## src/rtl/demosaic_pkg.sv

```systemverilog
// Shared types and constants for the demosaic back end: image geometry,
// luma weights, the pixel beat carried through the output buffer and the reader FSM.
package demosaic_pkg;
  localparam int IMG_W   = 128;
  localparam int IMG_H   = 128;
  localparam int ADDR_W  = 14;
  localparam int LUMA_KR = 77;
  localparam int LUMA_KG = 150;
  localparam int LUMA_KB = 29;

  typedef struct packed {
    logic [23:0] rgb;
    logic [7:0]  luma;
    logic        sof;
    logic        eol;
    logic        last;
  } px_beat_t;

  typedef enum logic [1:0] {ST_IDLE, ST_RUN, ST_DRAIN, ST_DONE} rd_state_e;

  // The weights sum to 256, so the worst case is 255*256 = 65280 and fits in 16 bits.
  function automatic logic [7:0] luma8(input logic [7:0] r, input logic [7:0] g,
                                       input logic [7:0] b);
    logic [15:0] acc;
    acc = 16'(LUMA_KR) * 16'(r) + 16'(LUMA_KG) * 16'(g) + 16'(LUMA_KB) * 16'(b);
    return acc[15:8];
  endfunction
endpackage

```

## src/rtl/rgb_stream_reader_if.sv

```systemverilog
// Plane read port plus the RGB/luma output stream of the reader.
interface rgb_stream_reader_if;
  import demosaic_pkg::*;
  logic [ADDR_W-1:0] mem_addr;
  logic [7:0]        rdata_r, rdata_g, rdata_b;
  logic              out_valid, out_ready;
  logic [23:0]       out_rgb;
  logic [7:0]        out_luma;
  logic              out_sof, out_eol, out_last;

  modport master (output mem_addr, out_valid, out_rgb, out_luma, out_sof, out_eol, out_last,
                  input  rdata_r, rdata_g, rdata_b, out_ready);
  modport slave  (input  mem_addr, out_valid, out_rgb, out_luma, out_sof, out_eol, out_last,
                  output rdata_r, rdata_g, rdata_b, out_ready);
endinterface

```

## src/rtl/px_sync_fifo.sv

```systemverilog
// Small synchronous FIFO; a push into a full FIFO is accepted when a pop happens on the same edge.
module px_sync_fifo #(
  parameter int WIDTH = 35,
  parameter int DEPTH = 2
) (
  input  logic                         clk,
  input  logic                         reset,
  input  logic                         push,
  input  logic [WIDTH-1:0]             din,
  input  logic                         pop,
  output logic [WIDTH-1:0]             dout,
  output logic                         full,
  output logic                         empty,
  output logic [$clog2(DEPTH+1)-1:0]   count
);
  localparam int CW = $clog2(DEPTH+1);
  localparam int PW = (DEPTH > 1) ? $clog2(DEPTH) : 1;

  logic [DEPTH-1:0][WIDTH-1:0] mem_q;
  logic [PW-1:0]               wr_q, rd_q;
  logic [CW-1:0]               cnt_q;
  logic                        do_push, do_pop;

  assign do_pop  = pop && !empty;
  assign do_push = push && (!full || do_pop);

  always_ff @(posedge clk or posedge reset) begin
    if (reset) begin
      mem_q <= '0;
      wr_q  <= '0;
      rd_q  <= '0;
      cnt_q <= '0;
    end else begin
      if (do_push) begin
        mem_q[wr_q] <= din;
        wr_q        <= (wr_q == PW'(DEPTH-1)) ? '0 : wr_q + 1'b1;
      end
      if (do_pop) rd_q <= (rd_q == PW'(DEPTH-1)) ? '0 : rd_q + 1'b1;
      cnt_q <= cnt_q + CW'(do_push) - CW'(do_pop);
    end
  end

  assign dout  = mem_q[rd_q];
  assign full  = (cnt_q == CW'(DEPTH));
  assign empty = (cnt_q == '0);
  assign count = cnt_q;
endmodule

```

## src/rtl/rgb_stream_reader.sv

```systemverilog
// Raster-scans the R/G/B planes after demosaic completes and streams one
// {RGB, luma} beat per handshake, with border masking and frame sideband.
module rgb_stream_reader
  import demosaic_pkg::*;
#(
  parameter int IMG_W       = demosaic_pkg::IMG_W,
  parameter int IMG_H       = demosaic_pkg::IMG_H,
  parameter int FIFO_DEPTH  = 2,
  parameter bit BORDER_ZERO = 1'b1
) (
  input  logic               clk,
  input  logic               reset,
  input  logic               start,
  output logic               busy,
  output logic               done,
  rgb_stream_reader_if.master bus
);
  localparam int CBW = $clog2(IMG_W);
  localparam int CW  = $clog2(FIFO_DEPTH+1);
  localparam int OW  = CW + 1;
  localparam logic [ADDR_W-1:0] LAST_ADDR = ADDR_W'(IMG_W*IMG_H-1);

  rd_state_e         state_q;
  logic [ADDR_W-1:0] rd_ptr_q, mem_addr_q;
  logic              infl_q, infl_bdr_q, infl_sof_q, infl_eol_q, infl_last_q;
  logic              busy_q, done_q;

  logic [CBW-1:0]    col;
  logic [ADDR_W-1:0] row;
  logic              is_border, pop, issue;
  logic [OW-1:0]     occ_nxt;
  px_beat_t          wr_beat, head;
  logic              fifo_full, fifo_empty;
  logic [CW-1:0]     fifo_cnt;

  assign col       = rd_ptr_q[CBW-1:0];
  assign row       = rd_ptr_q >> CBW;
  assign is_border = (row == '0) || (row == ADDR_W'(IMG_H-1)) ||
                     (col == '0) || (col == CBW'(IMG_W-1));

  assign pop = !fifo_empty && bus.out_ready;
  // Buffer slots plus the read in flight must never exceed the FIFO; a pop frees one now.
  assign occ_nxt = OW'(fifo_cnt) + OW'(infl_q) - OW'(pop);
  assign issue   = (state_q == ST_RUN) && (occ_nxt < OW'(FIFO_DEPTH)) && (!fifo_full || pop);

  always_comb begin
    wr_beat.rgb  = {bus.rdata_r, bus.rdata_g, bus.rdata_b};
    wr_beat.luma = luma8(bus.rdata_r, bus.rdata_g, bus.rdata_b);
    wr_beat.sof  = infl_sof_q;
    wr_beat.eol  = infl_eol_q;
    wr_beat.last = infl_last_q;
    if (BORDER_ZERO && infl_bdr_q) begin
      wr_beat.rgb  = '0;
      wr_beat.luma = '0;
    end
  end

  px_sync_fifo #(.WIDTH($bits(px_beat_t)), .DEPTH(FIFO_DEPTH)) u_fifo (
    .clk   (clk),
    .reset (reset),
    .push  (infl_q),
    .din   (wr_beat),
    .pop   (pop),
    .dout  (head),
    .full  (fifo_full),
    .empty (fifo_empty),
    .count (fifo_cnt)
  );

  always_ff @(posedge clk or posedge reset) begin
    if (reset) begin
      state_q     <= ST_IDLE;
      rd_ptr_q    <= '0;
      mem_addr_q  <= '0;
      infl_q      <= 1'b0;
      infl_bdr_q  <= 1'b0;
      infl_sof_q  <= 1'b0;
      infl_eol_q  <= 1'b0;
      infl_last_q <= 1'b0;
      busy_q      <= 1'b0;
      done_q      <= 1'b0;
    end else begin
      infl_q <= issue;
      done_q <= 1'b0;
      if (issue) begin
        mem_addr_q  <= rd_ptr_q;
        infl_bdr_q  <= is_border;
        infl_sof_q  <= (rd_ptr_q == '0);
        infl_eol_q  <= (col == CBW'(IMG_W-1));
        infl_last_q <= (rd_ptr_q == LAST_ADDR);
      end
      case (state_q)
        ST_IDLE: if (start) begin
          rd_ptr_q <= '0;
          busy_q   <= 1'b1;
          state_q  <= ST_RUN;
        end
        ST_RUN: if (issue) begin
          if (rd_ptr_q == LAST_ADDR) state_q  <= ST_DRAIN;
          else                       rd_ptr_q <= rd_ptr_q + 1'b1;
        end
        // Accepting the last-flagged beat empties the buffer, so done lands right after it.
        ST_DRAIN: if (pop && head.last) begin
          busy_q  <= 1'b0;
          done_q  <= 1'b1;
          state_q <= ST_DONE;
        end
        ST_DONE: state_q <= ST_IDLE;
        default: state_q <= ST_IDLE;
      endcase
    end
  end

  assign busy          = busy_q;
  assign done          = done_q;
  assign bus.mem_addr  = mem_addr_q;
  assign bus.out_valid = !fifo_empty;
  assign bus.out_rgb   = head.rgb;
  assign bus.out_luma  = head.luma;
  assign bus.out_sof   = head.sof;
  assign bus.out_eol   = head.eol;
  assign bus.out_last  = head.last;
endmodule

```

## src/flat_wrapper.sv

```systemverilog
// flat-port wrapper written by rule: the top's interface ports become plain ports
module rgb_stream_reader_flat import demosaic_pkg::*;
#(
  parameter int IMG_W       = demosaic_pkg::IMG_W,
  parameter int IMG_H       = demosaic_pkg::IMG_H,
  parameter int FIFO_DEPTH  = 2,
  parameter bit BORDER_ZERO = 1'b1
)
  (clk, reset, start, busy, done, bus_mem_addr, bus_out_valid, bus_out_rgb, bus_out_luma, bus_out_sof, bus_out_eol, bus_out_last, bus_rdata_r, bus_rdata_g, bus_rdata_b, bus_out_ready);
  rgb_stream_reader_if bus_i ();
  input  logic clk;
  input  logic reset;
  input  logic start;
  output logic busy;
  output logic done;
  output wire logic [$bits(bus_i.mem_addr)-1:0] bus_mem_addr;
  output wire logic [$bits(bus_i.out_valid)-1:0] bus_out_valid;
  output wire logic [$bits(bus_i.out_rgb)-1:0] bus_out_rgb;
  output wire logic [$bits(bus_i.out_luma)-1:0] bus_out_luma;
  output wire logic [$bits(bus_i.out_sof)-1:0] bus_out_sof;
  output wire logic [$bits(bus_i.out_eol)-1:0] bus_out_eol;
  output wire logic [$bits(bus_i.out_last)-1:0] bus_out_last;
  input wire logic [$bits(bus_i.rdata_r)-1:0] bus_rdata_r;
  input wire logic [$bits(bus_i.rdata_g)-1:0] bus_rdata_g;
  input wire logic [$bits(bus_i.rdata_b)-1:0] bus_rdata_b;
  input wire logic [$bits(bus_i.out_ready)-1:0] bus_out_ready;
  assign bus_mem_addr = bus_i.mem_addr;
  assign bus_out_valid = bus_i.out_valid;
  assign bus_out_rgb = bus_i.out_rgb;
  assign bus_out_luma = bus_i.out_luma;
  assign bus_out_sof = bus_i.out_sof;
  assign bus_out_eol = bus_i.out_eol;
  assign bus_out_last = bus_i.out_last;
  assign bus_i.rdata_r = bus_rdata_r;
  assign bus_i.rdata_g = bus_rdata_g;
  assign bus_i.rdata_b = bus_rdata_b;
  assign bus_i.out_ready = bus_out_ready;
  rgb_stream_reader #(.IMG_W(IMG_W), .IMG_H(IMG_H), .FIFO_DEPTH(FIFO_DEPTH), .BORDER_ZERO(BORDER_ZERO)) u_core (.clk(clk), .reset(reset), .start(start), .busy(busy), .done(done), .bus(bus_i));
endmodule
```

## config.mk

```make
export PLATFORM = sky130hd
export DESIGN_NAME = rgb_stream_reader_flat
export DESIGN_NICKNAME = d
export VERILOG_FILES = /design/src/rtl/demosaic_pkg.sv /design/src/rtl/rgb_stream_reader_if.sv /design/src/rtl/px_sync_fifo.sv /design/src/rtl/rgb_stream_reader.sv /design/src/flat_wrapper.sv
export SDC_FILE = /design/constraint.sdc
export NUM_CORES = 1
export LEC_CHECK = 0
export ABC_AREA = 0
export CORE_MARGIN = 2
export CORE_UTILIZATION = 35
export DETAILED_ROUTE_END_ITERATION = 8
export HOLD_SLACK_MARGIN = 0.12
export PLACE_DENSITY = 0.51
export SETUP_SLACK_MARGIN = 0.15
export SLEW_MARGIN = 20
export SYNTH_ARGS = -nofsm -noshare
export SYNTH_HDL_FRONTEND = slang
export SYNTH_SLANG_ARGS = --single-unit
export TNS_END_PERCENT = 10
```

## constraint.sdc

```tcl
create_clock -name clk -period 3.9 [get_ports clk]
set_input_delay 0.585 -clock clk [delete_from_list [all_inputs] [get_ports clk]]
set_output_delay 0.585 -clock clk [all_outputs]
set_load 0.005 [all_outputs]
```

==> impl_metrics.toml <==
[cells_and_area]
diodes = 0
num-fill-cells = 2193
layout_commonest_cell = "nand2_1"
mostFrequentLayoutCells = "nand2_1, dfrtp_1, inv_1"
syn2layout_area_growth_pct = 30.7
drive_above_1_share_pct = 23.8
layout.nets = 1134

[sta]
clock.fmax_ghz = 0.174
worstMarginPinSlew_ns = 0.951
setup_viol = 16
final.setup.worst_slack_ns = -1.85
hold_violations = 0
post-route-period-util_pct = 148
slew_viol_final = 0
slew_headroom_pct = 36.6
clock_skew_ns = 0.0111
finalCriticalPeriod_ns = 5.75
rsz0062_at_grt = "true"

[floorplan]
die_area_sq_mm = 0.0243
start_util_pct = 35.7
die_w_microns = 156
io_pins = 80
coreArea_sq_mm = 0.0226
rows = 55
fp.dieH_microns = 156

[hold_path]
min_path_type = "register to register"
hold_start = "u_core.u_fifo.mem_q[10]"
whs_endpoint = "u_core.u_fifo.mem_q[10]"
worstHoldPathCells = 2

[drt]
post_drt_wl_per_cell_microns = 15.0
via_per_inst = 4.71
drt_first_pass_iters = 4
wl_met2_mm = 9.13
highest_layer = "met4"
dr_wl_met3_microns = 508
final_antenna_net_count = 0
drc_errors = 0
vias = 5880
routed_wl_mm = 18.8
drt-met1-wl_mm = 9.03
drt-initial-drc-count = 215

[synthesis]
syn_nets = 985
async_flop_share_pct = 100
synth-edff-count = 0
synth_cell_types = 47
synth-seq-area-share_pct = 34.4
ys_warn_count = 0
ys.flop_type = "dfrtp_1"
syn_avg_cell_area_sq_um = 9.99
synth_seq_cells = 111
syn-instance-count = 809
netlist_area_sq_mm = 0.00809

[power]
ir_worst_vdd_mv = 1.22
leakagePower_nw = 5.04
finalPower_mw = 10.5
power_density_mw_per_mm2 = 993

[run_status]
violations = "setup timing"
status = "finished, violations left"

[global_routing]
grt_pass1_vias = 6195
grt_usage_pct = 16.6
grt_pass1_wl_mm = 32.1
grt_overflow_total = 0
grt_max_degree = 75
antenna_found_initial = 0

[worst_setup_path]
path_max_fanout = 3
critPathCaptureType = "register"
worstSetupPathType = "primary input to register"
critPathArrivalTime_ns = 6.01
ff2ff_setup_slack_ns = 0.50
crit_required_ns = 4.16
worstReg2RegStart = "u_core.u_fifo.count[1]"
critPathLaunchType = "primary input"
r2r_cells = 14
regToRegEndpoint = "u_core.rd_ptr_q[13]"

[job]
maxCapViolCount = 0

[clocking]
cts_num_sinks = 111
cts_root_buf = "clkbuf_16"
htree_levels = 3
clk_latency_ns = 0.35
clkTransAtPathRegs_ns = 0.08
cts_buffers = 9
clockBufferDepth = 2
cts_tree = "yes"

[placed_design]
portBuffers = 79
gp_congestion = 0.783
place_ws_ns = -2.87
dpl.hpwl_mm = 14.6
stage by stage:
stage	hold slack [ns]	setup TNS (ns)	cell area (sq um)	std cells	util, %
after CTS	0.481	-29.14	10400	1246	45.7
after global routing	0.504	-30.83	10600	1248	46.7
after global placement	0.456	-42.86	9880	1227	43.6
final	0.474	-27.42	10600	1248	46.7
after floorplan	0.443	-27.46	8220	809	-
after detailed placement	0.463	-43.37	9880	1227	43.6
logic make-up after synthesis:
kind of cell               synth area share [%]
buffers and inverters                      6.42
DFF                                        34.4
AOI/OAI and AO/OA                          9.25
adders and majority gates                  28.1
xor gates and xnor gates                   3.47
muxes                                      6.27
and+or+nand+nor                            12.1
report_power, final:
group | total [mW] | internal [mW] | switching, mW
Sequential | 1.66 | 1.43 | 0.224
Combinational | 7.89 | 4.06 | 3.83
Clock | 0.945 | 0.504 | 0.441
Total | 10.5 | 5.99 | 4.49
worst max path at each step:
| stage | depth (start not counted) | start | to | slack [ns] |
|---|---|---|---|---|
| after floorplan | 21 | bus_rdata_g[4] | u_core.u_fifo.mem_q[42] | -2.01 |
| after global placement | 27 | bus_rdata_g[3] | u_core.u_fifo.mem_q[9] | -2.84 |
| after detailed placement | 27 | bus_rdata_g[3] | u_core.u_fifo.mem_q[9] | -2.87 |
| after CTS | 22 | bus_rdata_g[6] | u_core.u_fifo.mem_q[7] | -2.02 |
| after global routing | 23 | bus_rdata_g[2] | u_core.u_fifo.mem_q[10] | -2.07 |
| final | 22 | bus_rdata_g[6] | u_core.u_fifo.mem_q[7] | -1.85 |
critical path: stages:
cell	delay (ns)
buf_6	0.10
ha_4	0.23
ha_4	0.25
inv_2	0.03
fa_1	0.46
fa_1	0.51
inv_2	0.05
ha_4	0.27
xor2_2	0.16
fa_1	0.45
fa_1	0.51
inv_2	0.04
fa_1	0.46
fa_1	0.51
inv_2	0.05
ha_4	0.21
o21a_1	0.21
nor2_4	0.12
nor3_2	0.06
or3b_4	0.38
xnor2_2	0.15
o31ai_2	0.22
area by class of cell:
cell class / instances / area, sq um / share of cell area [%]
clock inverters: 6 / 68.8 / 0.651
flip-flops and latches: 111 / 2780 / 26.3
multi-input cells: 565 / 5270 / 49.8
well taps: 285 / 357 / 3.38
clock buffers: 10 / 229 / 2.17
inverters: 104 / 400 / 3.79
repair buffers: 167 / 1470 / 13.9
layer usage:
layer,up-vias,GRT usage [%]
met5,-,0
met4,0,2.23
met3,9,2.94
met2,66,28.2
met1,2856,22.9
li1,2949,-
synth_stat cells, types with 4 or more instances:
cell type	count	share of area [%]
nand2_1	118	5.5
dfrtp_1	111	34
inv_1	103	4.8
ha_1	92	14
o21ai_0	67	4.1
fa_1	56	14
mux2_2	45	6.3
nor2_1	30	1.4
nand2b_1	28	2.2
clkbuf_1	23	1.1
xnor2_1	21	2.3
o31ai_1	14	1.3
a21oi_1	13	0.80
xor2_1	11	1.2
a21o_1	10	0.93
nand3_1	8	0.50
nor3_1	7	0.43
a31oi_1	4	0.31
buf_1	4	0.19
nand4_1	4	0.31
what timing repair did:
| action | 4_1_cts | 5_1_grt |
|---|---|---|
| gates resized for setup | 49 | 31 |
| gates cloned | 0 | 0 |
| setup buffers | 3 | 2 |
| pin swaps | 30 | 40 |
| endpoints found under the setup margin | 16 | 16 |
| hold buffers | 0 | 0 |
sequential cells by signal (all words and copies together), names as in the netlist:
signal / flops
u_core.u_fifo.wr_q: 1
u_core.state_q: 2
u_core.done: 1
u_core.infl_eol_q: 1
u_core.infl_last_q: 1
u_core.u_fifo.count: 2
u_core.infl_sof_q: 1
u_core.rd_ptr_q: 14
u_core.bus.mem_addr: 14
u_core.infl_q: 1
u_core.u_fifo.rd_q: 1
u_core.u_fifo.mem_q: 70
u_core.infl_bdr_q: 1
u_core.busy: 1
(Power assumes the default switching activity.)
